<file path="src/rtl/dmux_nway_reg_pkg.sv">
// Shared definitions for the registered N-way demultiplexer.
// Latency: n/a (constants only).
// Backpressure: n/a.
// Holds the Hack machine word width used as the default data width.
package dmux_nway_reg_pkg;

    // Hack word width in bits.
    localparam int WORD_W = 16;

endpackage

</file>
<file path="src/rtl/dmux_nway_reg_slot.sv">
// One-entry output register with valid/ready handshake for one demux channel.
// Latency: a write at edge k is visible on out_data/out_valid right after edge k.
// Backpressure: free is low while a word sits unconsumed (out_valid && !out_ready).
//
// Ports:
//   clk, reset  - rising-edge clock, synchronous active-high reset
//   wr_en       - load wr_data into the slot on this edge
//   wr_data     - word to load
//   out_data    - registered word, held until overwritten
//   out_valid   - slot holds a word the consumer has not yet taken
//   out_ready   - consumer takes the word on an edge where out_valid=1
//   free        - slot can accept a write this cycle (empty or draining now)
import dmux_nway_reg_pkg::*;

module dmux_slot #(
    parameter int WIDTH = WORD_W
) (
    input  logic             clk,
    input  logic             reset,
    input  logic             wr_en,
    input  logic [WIDTH-1:0] wr_data,
    output logic [WIDTH-1:0] out_data,
    output logic             out_valid,
    input  logic             out_ready,
    output logic             free
);

    // A slot being drained this cycle may be refilled on the same edge.
    assign free = !out_valid || out_ready;

    always_ff @(posedge clk) begin
        if (reset) begin
            out_valid <= 1'b0;
            out_data  <= '0;
        end else if (wr_en) begin
            // Refill wins over drain: valid stays high, no bubble.
            out_valid <= 1'b1;
            out_data  <= wr_data;
        end else if (out_valid && out_ready) begin
            out_valid <= 1'b0;
        end
    end

endmodule

</file>
<file path="src/rtl/dmux_nway_reg.sv">
// Registered N-way demultiplexer: routes one word to a selected channel or broadcasts to all.
// Latency: one cycle; a word accepted at edge k appears on its channel(s) right after edge k.
// Backpressure: in_ready drops unless every targeted slot is free; broadcast is all-or-nothing.
//
// Ports:
//   clk, reset           - rising-edge clock, synchronous active-high reset
//   in_data/in_sel       - word and destination channel (in_sel ignored when in_bcast=1)
//   in_bcast             - deliver in_data to all N channels
//   in_valid/in_ready    - source handshake; in_ready is combinational, independent of in_valid
//   out_data             - channel i data at [i*WIDTH +: WIDTH]
//   out_valid/out_ready  - per-channel consumer handshake
//   stall_cnt            - saturating count of cycles with in_valid=1 and in_ready=0
import dmux_nway_reg_pkg::*;

module dmux_nway_reg #(
    parameter int WIDTH = WORD_W,
    parameter int SEL_W = 3,
    parameter int CNT_W = 16,
    localparam int N    = 2**SEL_W
) (
    input  logic             clk,
    input  logic             reset,
    input  logic [WIDTH-1:0] in_data,
    input  logic [SEL_W-1:0] in_sel,
    input  logic             in_bcast,
    input  logic             in_valid,
    output logic             in_ready,
    output logic [N*WIDTH-1:0] out_data,
    output logic [N-1:0]     out_valid,
    input  logic [N-1:0]     out_ready,
    output logic [CNT_W-1:0] stall_cnt
);

    logic [N-1:0] tgt;
    logic [N-1:0] free;
    logic         accept;

    // Target set: one-hot channel select, or every channel on broadcast.
    always_comb begin
        tgt = '0;
        if (in_bcast) begin
            tgt = '1;
        end else begin
            tgt[in_sel] = 1'b1;
        end
    end

    // Ready only if every targeted slot is free, so a broadcast never lands partially.
    assign in_ready = &(free | ~tgt);
    assign accept   = in_valid && in_ready;

    for (genvar i = 0; i < N; i++) begin : g_slot
        dmux_slot #(
            .WIDTH (WIDTH)
        ) u_slot (
            .clk       (clk),
            .reset     (reset),
            .wr_en     (accept && tgt[i]),
            .wr_data   (in_data),
            .out_data  (out_data[i*WIDTH +: WIDTH]),
            .out_valid (out_valid[i]),
            .out_ready (out_ready[i]),
            .free      (free[i])
        );
    end

    // Saturates at all-ones rather than wrapping; only reset clears it.
    always_ff @(posedge clk) begin
        if (reset) begin
            stall_cnt <= '0;
        end else if (in_valid && !in_ready && (stall_cnt != '1)) begin
            stall_cnt <= stall_cnt + CNT_W'(1);
        end
    end

endmodule

</file>
<file path="config.mk">
export PLATFORM = sky130hd
export DESIGN_NAME = dmux_nway_reg
export DESIGN_NICKNAME = d
export VERILOG_FILES = /design/src/rtl/dmux_nway_reg_pkg.sv /design/src/rtl/dmux_nway_reg_slot.sv /design/src/rtl/dmux_nway_reg.sv
export SDC_FILE = /design/constraint.sdc
export NUM_CORES = 1
export LEC_CHECK = 0
export ABC_AREA = 1
export CAP_MARGIN = 20
export CORE_MARGIN = 2
export CORE_UTILIZATION = 49
export DETAILED_ROUTE_END_ITERATION = 12
export PLACE_DENSITY = 0.91
export SLEW_MARGIN = 20
export SYNTH_ARGS = -nofsm -noshare
export SYNTH_HDL_FRONTEND = slang
export SYNTH_SLANG_ARGS = --single-unit
export TNS_END_PERCENT = 100
</file>
<file path="constraint.sdc">
create_clock -name clk -period 1.9 [get_ports clk]
set_input_delay 0.38 -clock clk [delete_from_list [all_inputs] [get_ports clk]]
set_output_delay 0.38 -clock clk [all_outputs]
set_load 0.05 [all_outputs]
</file>
==> impl_metrics.json, run 1 <==
{
  "grt_first_pass_wirelength_um": 30830,
  "wire_per_inst_um": 14.19,
  "detailroute.via_count": 6853,
  "unrepaired_setup_endpoints_after_global_routing": "yes",
  "io_pins": 184,
  "placed_cells_incl_taps": 1406,
  "start_util": 0.5041,
  "place_hpwl_um": 13630,
  "post-route-period-util": 0.9720,
  "cts_root_buf": "clkbuf_16",
  "syn-cell-area_mm2": 0.007052,
  "via_cell_ratio": 4.756,
  "post_cts_hold_buffer_count": 0,
  "rrSetupSlack_ps": 280,
  "post-synth-top-area-fraction": 0.4315,
  "clock_sinks": 152,
  "finalSetupViolCount": 0,
  "critical_path.reg2reg.endpoint": "stall_cnt[10]",
  "clk_pin_slew_worst_paths_ps": 60,
  "syn-num-nets": 1104,
  "synth_area_per_cell_um2": 6.578,
  "synth_warnings": 0,
  "max-cap-violations": 0,
  "clk-insertion-delay-late_ps": 420,
  "cts-buffers-inserted": 17,
  "min_delay_worst_endpoint": "g_slot[0].u_slot.out_valid",
  "timing.hold.worst.class": "in -> reg",
  "rr_worst_depth": 8,
  "ys_async_sr_fraction": 0,
  "number_of_synthesized_flops_with_an_enable_pin": 0,
  "first_iter_violations": 465,
  "ys_ff_latch": 152,
  "chipHeight_um": 124.0,
  "final_period_minus_worst_setup_slack_ps": 1847,
  "maxSlewViolCount": 0,
  "dp_slack_ps": -417.2,
  "share_of_total_power_in_combinational_logic": 0.278,
  "n_fill_cell": 1186,
  "core_area_mm2": 0.01399,
  "antennaDiodeCount": 0,
  "htree_levels": 4,
  "crit_path_max_incr_delay_ps": 450,
  "routed_wl_um": 20440,
  "globalRouteOverflowTotal": 0,
  "maximum_number_of_pins_on_one_net_before_global_route_repair": 43,
  "cellLeakagePower_nw": 5.208,
  "synth_top_area_cell": "dfxtp_1",
  "synth_area_leaders": "dfxtp_1 43%, nand2_1 17%, nor2_1 15%",
  "critical-path-slowest-cell": "clkdlybuf4s50_1",
  "antenna_found_initial": 0,
  "antenna_violating_nets_remaining": 0,
  "finalWeightedCongestion": 0.8516,
  "net-switching-power_mw": 3.420,
  "area_growth_syn_to_layout_pct": 35.08,
  "hold_path_startpoint": "out_ready[0]",
  "cts_tree": "yes",
  "fin_skew_ps": 7.530,
  "number_of_global_route_vias_before_repair": 6172,
  "category_of_the_critical_setup_timing_path": "in -> out",
  "finish.net_count": 1280,
  "finalNonFillerCells": 1441,
  "fin_ws_ps": 53.24,
  "layout.core_utilization": 0.6809,
  "max-vdd-ir-drop_mv": 0.6524,
  "synthMostInstantiatedCell": "nand2_1",
  "timing.hold.worst_path_depth": 4,
  "fmax_mhz": 541.5,
  "timing.critical_path.from_type": "primary input",
  "cp_max_fo": 2,
  "placement.io_buffers": 183,
  "synth_cell_types": 24,
  "internal_power_mw": 6.220,
  "groute.usage.overall": 0.2661,
  "sw_frac_of_total": 0.3548,
  "die_area_mm2": 0.01537,
  "tightest_slew_ps": 584.0,
  "synth_commonest_cells": "318 x nand2_1, 282 x nor2_1, 156 x inv_1",
  "clock_tree.buffer_depth": 2,
  "final.hold.worst_slack_ps": 282.9,
  "pwr_density_cell_mw_per_mm2": 1012,
  "post_synth_inst_count": 1072,
  "worstPathCellList": "clkdlybuf4s50_1, nor2_1, nand2_1, nand2_1, nor2_1, nand2_2, inv_2, buf_12",
  "ys_seq_area_frac": 0.4315,
  "detailedRoute.firstPassIterationCount": 5,
  "worst-endpoint-required_ps": 1520,
  "power.share.clock": 0.346,
  "rows": 43,
  "final_layout_size_suffix_gt1_frac": 0.1427,
  "hold_viol_final": 0,
  "slew_headroom": 0.6094,
  "p_seq_frac": 0.376,
  "worstSetupEndpointType": "output port",
  "drt_drc_violations_left": 0,
  "dieWidth_um": 124.0,
  "critPathArrivalTime_ps": 1470,
  "critical_path.reg2reg.startpoint": "stall_cnt[0]",
  "status": "complete, no violations",
  "synthFlopType": "dfxtp_1"
}
sequential cells by signal (all words and copies together) (netlist names):
register                 count
stall_cnt                   16
g_slot.u_slot.out_valid      8
g_slot.u_slot.out_data     128
placed cells by master (no fill, tap or decap), types with 2 or more instances in the layout:
master / netlist / layout
nor2_4: 0 / 5
bufinv_16: 0 / 2
inv_4: 0 / 2
nand2_2: 9 / 17
nor3_1: 2 / 2
inv_1: 156 / 154
buf_12: 0 / 12
inv_6: 0 / 3
nand3_1: 14 / 14
clkinv_4: 0 / 4
a21oi_1: 22 / 22
dlymetal6s2s_1: 0 / 5
dfxtp_1: 152 / 147
clkdlybuf4s50_1: 0 / 21
nor2_8: 2 / 2
dfxtp_2: 0 / 5
clkinv_2: 0 / 4
buf_4: 9 / 85
nor2_1: 282 / 274
clkbuf_2: 3 / 3
xor2_1: 5 / 5
nand4_4: 8 / 8
nand2_1: 318 / 310
inv_2: 4 / 4
nor2_2: 1 / 4
xnor2_1: 3 / 3
clkbuf_16: 0 / 17
dlygate4sd2_1: 0 / 101
nand4_1: 20 / 20
power by group through the flow:
stage / combinational (mW) / clock [mW] / sequential (mW)
6_report: 2.68 / 3.34 / 3.63
5_1_grt: 2.88 / 3.53 / 3.65
4_1_cts: 2.66 / 3.38 / 3.62
3_5_place_dp: 2.77 / 0 / 3.70
3_3_place_gp: 2.72 / 0 / 3.69
2_1_floorplan: 0.986 / 0 / 4.61
per-layer routing:
metal	share of wire	vias up	global-route usage
met5	0	-	0
met4	0.033	0	0.1138
met3	0.096	46	0.08700
met2	0.47	255	0.4406
met1	0.40	3080	0.3166
li1	-	3472	-
critical path, delay by kind of cell:
family	cells	cell delay, ps
buffers and inverters	3	660
and+or+nand+nor	5	410
area by class of cell:
cell class                 count  area [um2]  share of cell area
inverter                     161       609.3             0.06397
timing repair buffer         227        2051              0.2153
multi-input combinational    689        3003              0.3153
clock buffer                  18       439.2             0.04611
clock inverter                14       148.9             0.01563
tap                          180       225.2             0.02364
sequential                   152        3049              0.3201
worst max path at each step:
stage,start,cells past startpoint,end,slack (ps)
floorplan,stall_cnt[2],7,stall_cnt[9],10
global placement,in_sel[0],11,g_slot[3].u_slot.out_data[9],-330
detailed placement,in_sel[0],12,g_slot[5].u_slot.out_data[8],-420
CTS,g_slot[5].u_slot.out_valid,8,in_ready,-20
global route,out_ready[1],8,in_ready,-20
finish,out_ready[2],8,in_ready,50
per-stage QoR:
step	power (mW)	cell area [um2]	setup TNS, ps
2_1_floorplan	5.592	7054	0
3_3_place_gp	6.404	8972	-45870
3_5_place_dp	6.471	8972	-52410
4_1_cts	9.662	9453	-15.93
5_1_grt	10.06	9525	-20.57
6_report	9.641	9525	0
kinds of logic (layout without fill, tap and decap cells):
kind of cell | Yosys count | in the layout | synth area share
fa+ha+maj | 1 | 1 | 0.001774
compound gates | 23 | 23 | 0.01632
simple gates | 657 | 657 | 0.3886
buf+inv | 231 | 420 | 0.1519
xor+xnor | 8 | 8 | 0.009937
flops | 152 | 152 | 0.4315
repair_timing:
action	4_1_cts	5_1_grt
setup buffers	1	2
gates cloned	0	0
pin swaps	0	11
resized for setup	110	31
setup endpoints to repair	101	2
Note: power is estimated with default switching activity, not from simulation.
==> inputs of run 2 (changes only) <==
--- a/config.mk
+++ b/config.mk
@@ -8,11 +8,12 @@
 export ABC_AREA = 1
 export CAP_MARGIN = 20
 export CORE_MARGIN = 2
-export CORE_UTILIZATION = 49
+export CORE_UTILIZATION = 47
 export DETAILED_ROUTE_END_ITERATION = 12
 export PLACE_DENSITY = 0.91
 export SLEW_MARGIN = 20
 export SYNTH_ARGS = -nofsm -noshare
 export SYNTH_HDL_FRONTEND = slang
+export SYNTH_HIERARCHICAL = 1
 export SYNTH_SLANG_ARGS = --single-unit
 export TNS_END_PERCENT = 100
==> constraint.sdc (replaced) <==
create_clock -name clk -period 1.9 [get_ports clk]
set_input_delay 0.38 -clock clk [delete_from_list [all_inputs] [get_ports clk]]
set_output_delay 0.38 -clock clk [all_outputs]
set_load 0.005 [all_outputs]
==> run 2 against run 1 <==
Clock power shrank 2%. Via count decreased by 6.1%. Count of clock-buffer cells in the layout up 1. Area after synthesis down 15%. Worst hold slack worse by 29 ps. Global-route usage rose by 2.9 points. Combinational power fell by 39%. Highest routed layer unchanged.
==> impl_metrics.json, run 2 <==
{
  "cts-buffers-inserted": 17,
  "groute.usage.overall": 0.2948,
  "start_util": 0.4778,
  "synthFlopType": "dfxtp_1",
  "final_layout_size_suffix_gt1_frac": 0.1470,
  "synth_commonest_cells": "289 x nor2_1, 152 x dfxtp_1, 121 x o21ai_0",
  "ys_seq_area_frac": 0.5067,
  "post-synth-top-area-fraction": 0.5067,
  "core_area_mm2": 0.01257,
  "min_delay_worst_endpoint": "g_slot[2].u_slot/out_valid",
  "registers_with_the_highest_flip_flop_counts": "g_slot.u_slot/out_data: 128 flops, stall_cnt: 16 flops, g_slot.u_slot/out_valid: 8 flops",
  "first_iter_violations": 558,
  "category_of_the_critical_setup_timing_path": "reg -> reg",
  "ys_ff_latch": 152,
  "worstSetupEndpointType": "register",
  "chipHeight_um": 117.0,
  "clk-insertion-delay-late_ps": 430,
  "synth_warnings": 6,
  "fin_skew_ps": 17.57,
  "timing.critical_path.from_type": "register",
  "final_period_minus_worst_setup_slack_ps": 1872,
  "rrSetupSlack_ps": 30,
  "globalRouteOverflowTotal": 0,
  "clock_sinks": 152,
  "maxSlewViolCount": 0,
  "tightest_slew_ps": 720.6,
  "detailroute.via_count": 6434,
  "pwr_density_cell_mw_per_mm2": 956.7,
  "drt_drc_violations_left": 0,
  "max-vdd-ir-drop_mv": 0.7107,
  "post-route-period-util": 0.9854,
  "placement.io_buffers": 183,
  "cts_root_buf": "clkbuf_16",
  "hold_viol_final": 0,
  "final_common_cell": "nor2_1",
  "maximum_number_of_pins_on_one_net_before_global_route_repair": 29,
  "critical_path.reg2reg.startpoint": "g_slot[5].u_slot/out_valid",
  "ys_async_sr_fraction": 0,
  "slew_headroom": 0.5191,
  "cellLeakagePower_nw": 3.902,
  "clk_pin_slew_worst_paths_ps": 60,
  "dieWidth_um": 117.0,
  "final.hold.worst_slack_ps": 254.1,
  "fmax_mhz": 534.1,
  "synth_cell_types": 24,
  "wire_per_inst_um": 17.13,
  "number_of_global_route_vias_before_repair": 6078,
  "finalSetupViolCount": 0,
  "number_of_synthesized_flops_with_an_enable_pin": 0,
  "hold_path_startpoint": "out_ready[2]",
  "synth_top_area_cell": "dfxtp_1",
  "detailedRoute.firstPassIterationCount": 6,
  "antenna_found_initial": 1,
  "placed_cells_incl_taps": 1172,
  "cp_max_fo": 8,
  "most-common-layout-cells": "283 x nor2_1, 170 x clkdlybuf4s50_1, 148 x dfxtp_1",
  "finalNonFillerCells": 1214,
  "timing.hold.worst.class": "in -> reg",
  "post_synth_inst_count": 818,
  "rows": 41,
  "finalWeightedCongestion": 0.9021,
  "via_cell_ratio": 5.300,
  "io_pins": 184,
  "clock_tree.buffer_depth": 2,
  "die_area_mm2": 0.01370,
  "worst-endpoint-required_ps": 2250,
  "syn-num-nets": 850,
  "largest_reg_flops": 128,
  "regMostFlops": "g_slot.u_slot/out_data",
  "status": "complete, no violations",
  "synthMostInstantiatedCell": "nor2_1",
  "syn-cell-area_mm2": 0.006006,
  "finish.net_count": 1060,
  "synth_area_per_cell_um2": 7.342,
  "routed_wl_um": 20790,
  "htree_levels": 4,
  "max-cap-violations": 0,
  "critical_path.reg2reg.endpoint": "g_slot[4].u_slot/out_data[2]",
  "antenna_violating_nets_remaining": 0,
  "place_hpwl_um": 13390,
  "cts_tree": "yes",
  "grt_first_pass_wirelength_um": 30990,
  "rr_worst_depth": 12,
  "synth_area_leaders": "dfxtp_1 51%, nor2_1 18%, o21ai_0 10%",
  "timing.hold.worst_path_depth": 4,
  "area_growth_syn_to_layout_pct": 48.94,
  "critPathArrivalTime_ps": 2220
}
==> run 2: per-layer routing <==
metal	part of all wire	vias up	global-route usage
met1	0.36	3003	0.3222
li1	-	3012	-
met2	0.50	365	0.5067
met4	0.029	0	0.1169
met3	0.11	54	0.1256
met5	0	-	0
==> run 2: worst max-delay path, stage by stage (launching register included) <==
cell and delay, ps:
dfxtp_2 330, nand2_2 70, inv_2 40, nand2_1 80, nand2_1 70, nor2_2 130, nand2_2 100, clkinv_4 80
nand2_8 110, a21oi_4 290, buf_4 200, o21ai_0 110, nor2_1 170
==> run 2: cell type report <==
type                       instances  area [um2]
antenna                            1       2.502
tap                              172       215.2
fill                             901        3623
sequential                       152        3048
timing repair inverter             1       7.507
clock buffer                      19       452.9
clock inverter                    13       117.6
multi-input combinational        562        2678
inverter                          72       287.8
timing repair buffer             222        2136
==> run 2: how the worst max path moves through the flow <==
stage	endpoint	from	slack, ps
after floorplan	g_slot[0].u_slot/out_data[10]	in_bcast	20
after global placement	in_ready	in_sel[0]	-530
after detailed placement	in_ready	in_sel[2]	-590
after CTS	g_slot[1].u_slot/out_data[10]	out_ready[6]	2
after global routing	g_slot[4].u_slot/out_data[7]	g_slot[5].u_slot/out_valid	-50
final	g_slot[4].u_slot/out_data[2]	g_slot[5].u_slot/out_valid	30
==> run 2: stage by stage <==
step           total power [mW]  TNS, ps  cell area [um2]  worst slack (ps)    util
2_1_floorplan             4.324        0             6120             15.52       -
3_3_place_gp              5.151   -57410             8162            -532.6  0.6494
3_5_place_dp              5.190   -65600             8162            -591.2  0.6494
4_1_cts                   8.475        0             8826             2.178  0.7022
5_1_grt                   8.869   -87.05             8945            -51.69  0.7117
6_report                  8.558        0             8945             27.75  0.7117
==> run 2: cell families after synthesis <==
kind of cell	count (synthesis)	share of synthesized area
AOI/OAI and AO/OA	144	0.1250
xor gates and xnor gates	1	0.001459
adders and majority gates	1	0.002083
buffers and inverters	104	0.08500
DFF	152	0.5067
and+or+nand+nor	416	0.2798
==> run 2: timing repair <==
item / 4_1_cts / 5_1_grt
gates cloned: 2 / 1
setup endpoints to repair: 72 / 133
setup buffers: 3 / 4
pin swaps: 10 / 26
gates resized for setup: 43 / 60
hold buffers: 0 / 0
==> run 2: where the power goes <==
part	leakage [nW]	switching, mW	total (mW)	internal [mW]
Sequential	1.25	0.179	3.66	3.48
Combinational	2.37	0.835	1.63	0.792
Clock	0.286	1.39	3.27	1.88
==> inputs of run 3 (changes only) <==
--- a/config.mk
+++ b/config.mk
@@ -11,6 +11,7 @@
 export CORE_UTILIZATION = 47
 export DETAILED_ROUTE_END_ITERATION = 12
 export PLACE_DENSITY = 0.91
+export RECOVER_POWER = 100
 export SLEW_MARGIN = 20
 export SYNTH_ARGS = -nofsm -noshare
 export SYNTH_HDL_FRONTEND = slang
==> constraint.sdc (replaced) <==
create_clock -name clk -period 2 [get_ports clk]
set_input_delay 0.4 -clock clk [delete_from_list [all_inputs] [get_ports clk]]
set_output_delay 0.4 -clock clk [all_outputs]
set_load 0.005 [all_outputs]
==> run 3 against run 2 <==
Critical path depth down 2. Non-clock buffer count down 16. Clock skew down 8.9 ps. First-iteration DRC count down 4.8%. Via count down 3.2%. Power down 5.9%. Worst hold slack better by 140 ps. Critical endpoint is now in_ready.
==> impl_metrics.json, run 3 (synthesis results as in run 2) <==
{
  "tightest_slew_ps": 506.6,
  "chipHeight_um": 117.0,
  "cellLeakagePower_nw": 4.166,
  "final.hold.worst_slack_ps": 395.2,
  "antenna_violating_nets_remaining": 0,
  "slew_headroom": 0.6612,
  "grt_first_pass_wirelength_um": 29150,
  "cts-buffers-inserted": 17,
  "worstSetupEndpointType": "output port",
  "wire_per_inst_um": 16.33,
  "category_of_the_critical_setup_timing_path": "in -> out",
  "globalRouteOverflowTotal": 0,
  "final_common_cell": "nor2_1",
  "cp_max_fo": 4,
  "rows": 41,
  "cts_root_buf": "clkbuf_16",
  "first_iter_violations": 531,
  "finalSetupViolCount": 0,
  "via_cell_ratio": 5.204,
  "cts_tree": "yes",
  "hold_viol_final": 0,
  "max-vdd-ir-drop_mv": 0.5647,
  "final_period_minus_worst_setup_slack_ps": 1965,
  "final_layout_size_suffix_gt1_frac": 0.09854,
  "timing.hold.worst.class": "in -> reg",
  "most-common-layout-cells": "286 x nor2_1, 152 x dfxtp_1, 138 x dlygate4sd3_1",
  "crit_path_max_incr_delay_ps": 300,
  "htree_levels": 4,
  "dieWidth_um": 117.0,
  "start_util": 0.4778,
  "drt_drc_violations_left": 0,
  "regMostFlops": "g_slot.u_slot/out_data",
  "timing.hold.worst_path_depth": 5,
  "clock_sinks": 152,
  "clock_tree.buffer_depth": 2,
  "fin_ws_ps": 34.74,
  "finish.net_count": 1044,
  "fmax_mhz": 508.8,
  "critPathArrivalTime_ps": 1570,
  "registers_with_the_highest_flip_flop_counts": "g_slot.u_slot/out_data: 128 flops, stall_cnt: 16 flops, g_slot.u_slot/out_valid: 8 flops",
  "detailedRoute.firstPassIterationCount": 6,
  "io_pins": 184,
  "routed_wl_um": 19550,
  "critical-path-slowest-cell": "dlygate4sd2_1",
  "finalWeightedCongestion": 0.8947,
  "area_growth_syn_to_layout_pct": 44.62,
  "layout.core_utilization": 0.6911,
  "status": "complete, no violations",
  "antenna_found_initial": 0,
  "clk_pin_slew_worst_paths_ps": 60,
  "largest_reg_flops": 128,
  "groute.usage.overall": 0.2780,
  "number_of_global_route_vias_before_repair": 5748,
  "clk-insertion-delay-late_ps": 420,
  "dp_slack_ps": -503.5,
  "max-cap-violations": 0,
  "post_cts_hold_buffer_count": 0,
  "critical-path-top-cell-by-count": "nand2_1",
  "worst-endpoint-required_ps": 1600,
  "rr_worst_depth": 10,
  "placement.io_buffers": 183,
  "maxSlewViolCount": 0,
  "maximum_number_of_pins_on_one_net_before_global_route_repair": 29,
  "timing.critical_path.from_type": "primary input",
  "antennaDiodeCount": 0,
  "core_area_mm2": 0.01257,
  "pwr_density_cell_mw_per_mm2": 927.5,
  "detailroute.via_count": 6229,
  "post-route-period-util": 0.9826,
  "fin_skew_ps": 8.682,
  "worstPathCellList": "dlygate4sd2_1, inv_1, nand3_1, nand2_1, nand2_1, nand2_1, nor2_2, nand2_2, inv_2, buf_6",
  "place_hpwl_um": 13140,
  "setup_total_negative_slack_ps": 0,
  "die_area_mm2": 0.01370,
  "total_power_mw": 8.056
}
==> run 3: repair_timing <==
item / 4_1_cts / 5_1_grt
resized for setup: 13 / 27
setup endpoints to repair: 88 / 132
buffers inserted: 1 / 0
cloned: 1 / 0
==> run 3: final timing paths <==
check	slack (ps)	endpoint	startpoint
worst max-delay path	30	in_ready	in_sel[2]
worst min-delay path	400	g_slot[5].u_slot/out_valid	out_ready[5]
worst max register to register	190	stall_cnt[6]	stall_cnt[1]
worst min register to register	490	g_slot[0].u_slot/out_data[6]	g_slot[0].u_slot/out_data[6]
==> run 3: power by group <==
group	leakage (nW)	switching [mW]	internal (mW)
sequential	1.25	0.140	3.30
combinational	2.63	0.738	0.607
clock	0.289	1.37	1.91
==> run 3: stage by stage <==
stage,cell area [um2],instances
after floorplan,6006,818
after global placement,7990,1163
after detailed placement,7990,1163
after CTS,8607,1197
after global routing,8686,1197
final,8686,1197
==> run 3: area by class of cell <==
cell class / instances / area [um2]
sequential: 152 / 3043
multi-input combinational: 562 / 2529
tap: 172 / 215.2
timing repair inverter: 1 / 7.507
fill: 915 / 3882
inverter: 72 / 272.8
timing repair buffer: 206 / 2014
clock inverter: 14 / 165.2
clock buffer: 18 / 439.2
==> run 3: per-layer routing <==
| layer | global-route usage | vias to the layer above | routed length (um) |
|---|---|---|---|
| met5 | 0 | - | 0 |
| met4 | 0.1200 | 0 | 541 |
| met3 | 0.1267 | 48 | 2175 |
| met2 | 0.4605 | 307 | 9528 |
| met1 | 0.3092 | 2893 | 7301 |
| li1 | - | 2981 | - |
==> run 3: critical path, delay by kind of cell <==
| family | cells | cell delay [ps] |
|---|---|---|
| buffers and inverters | 4 | 630 |
| AND/OR/NAND/NOR | 6 | 530 |
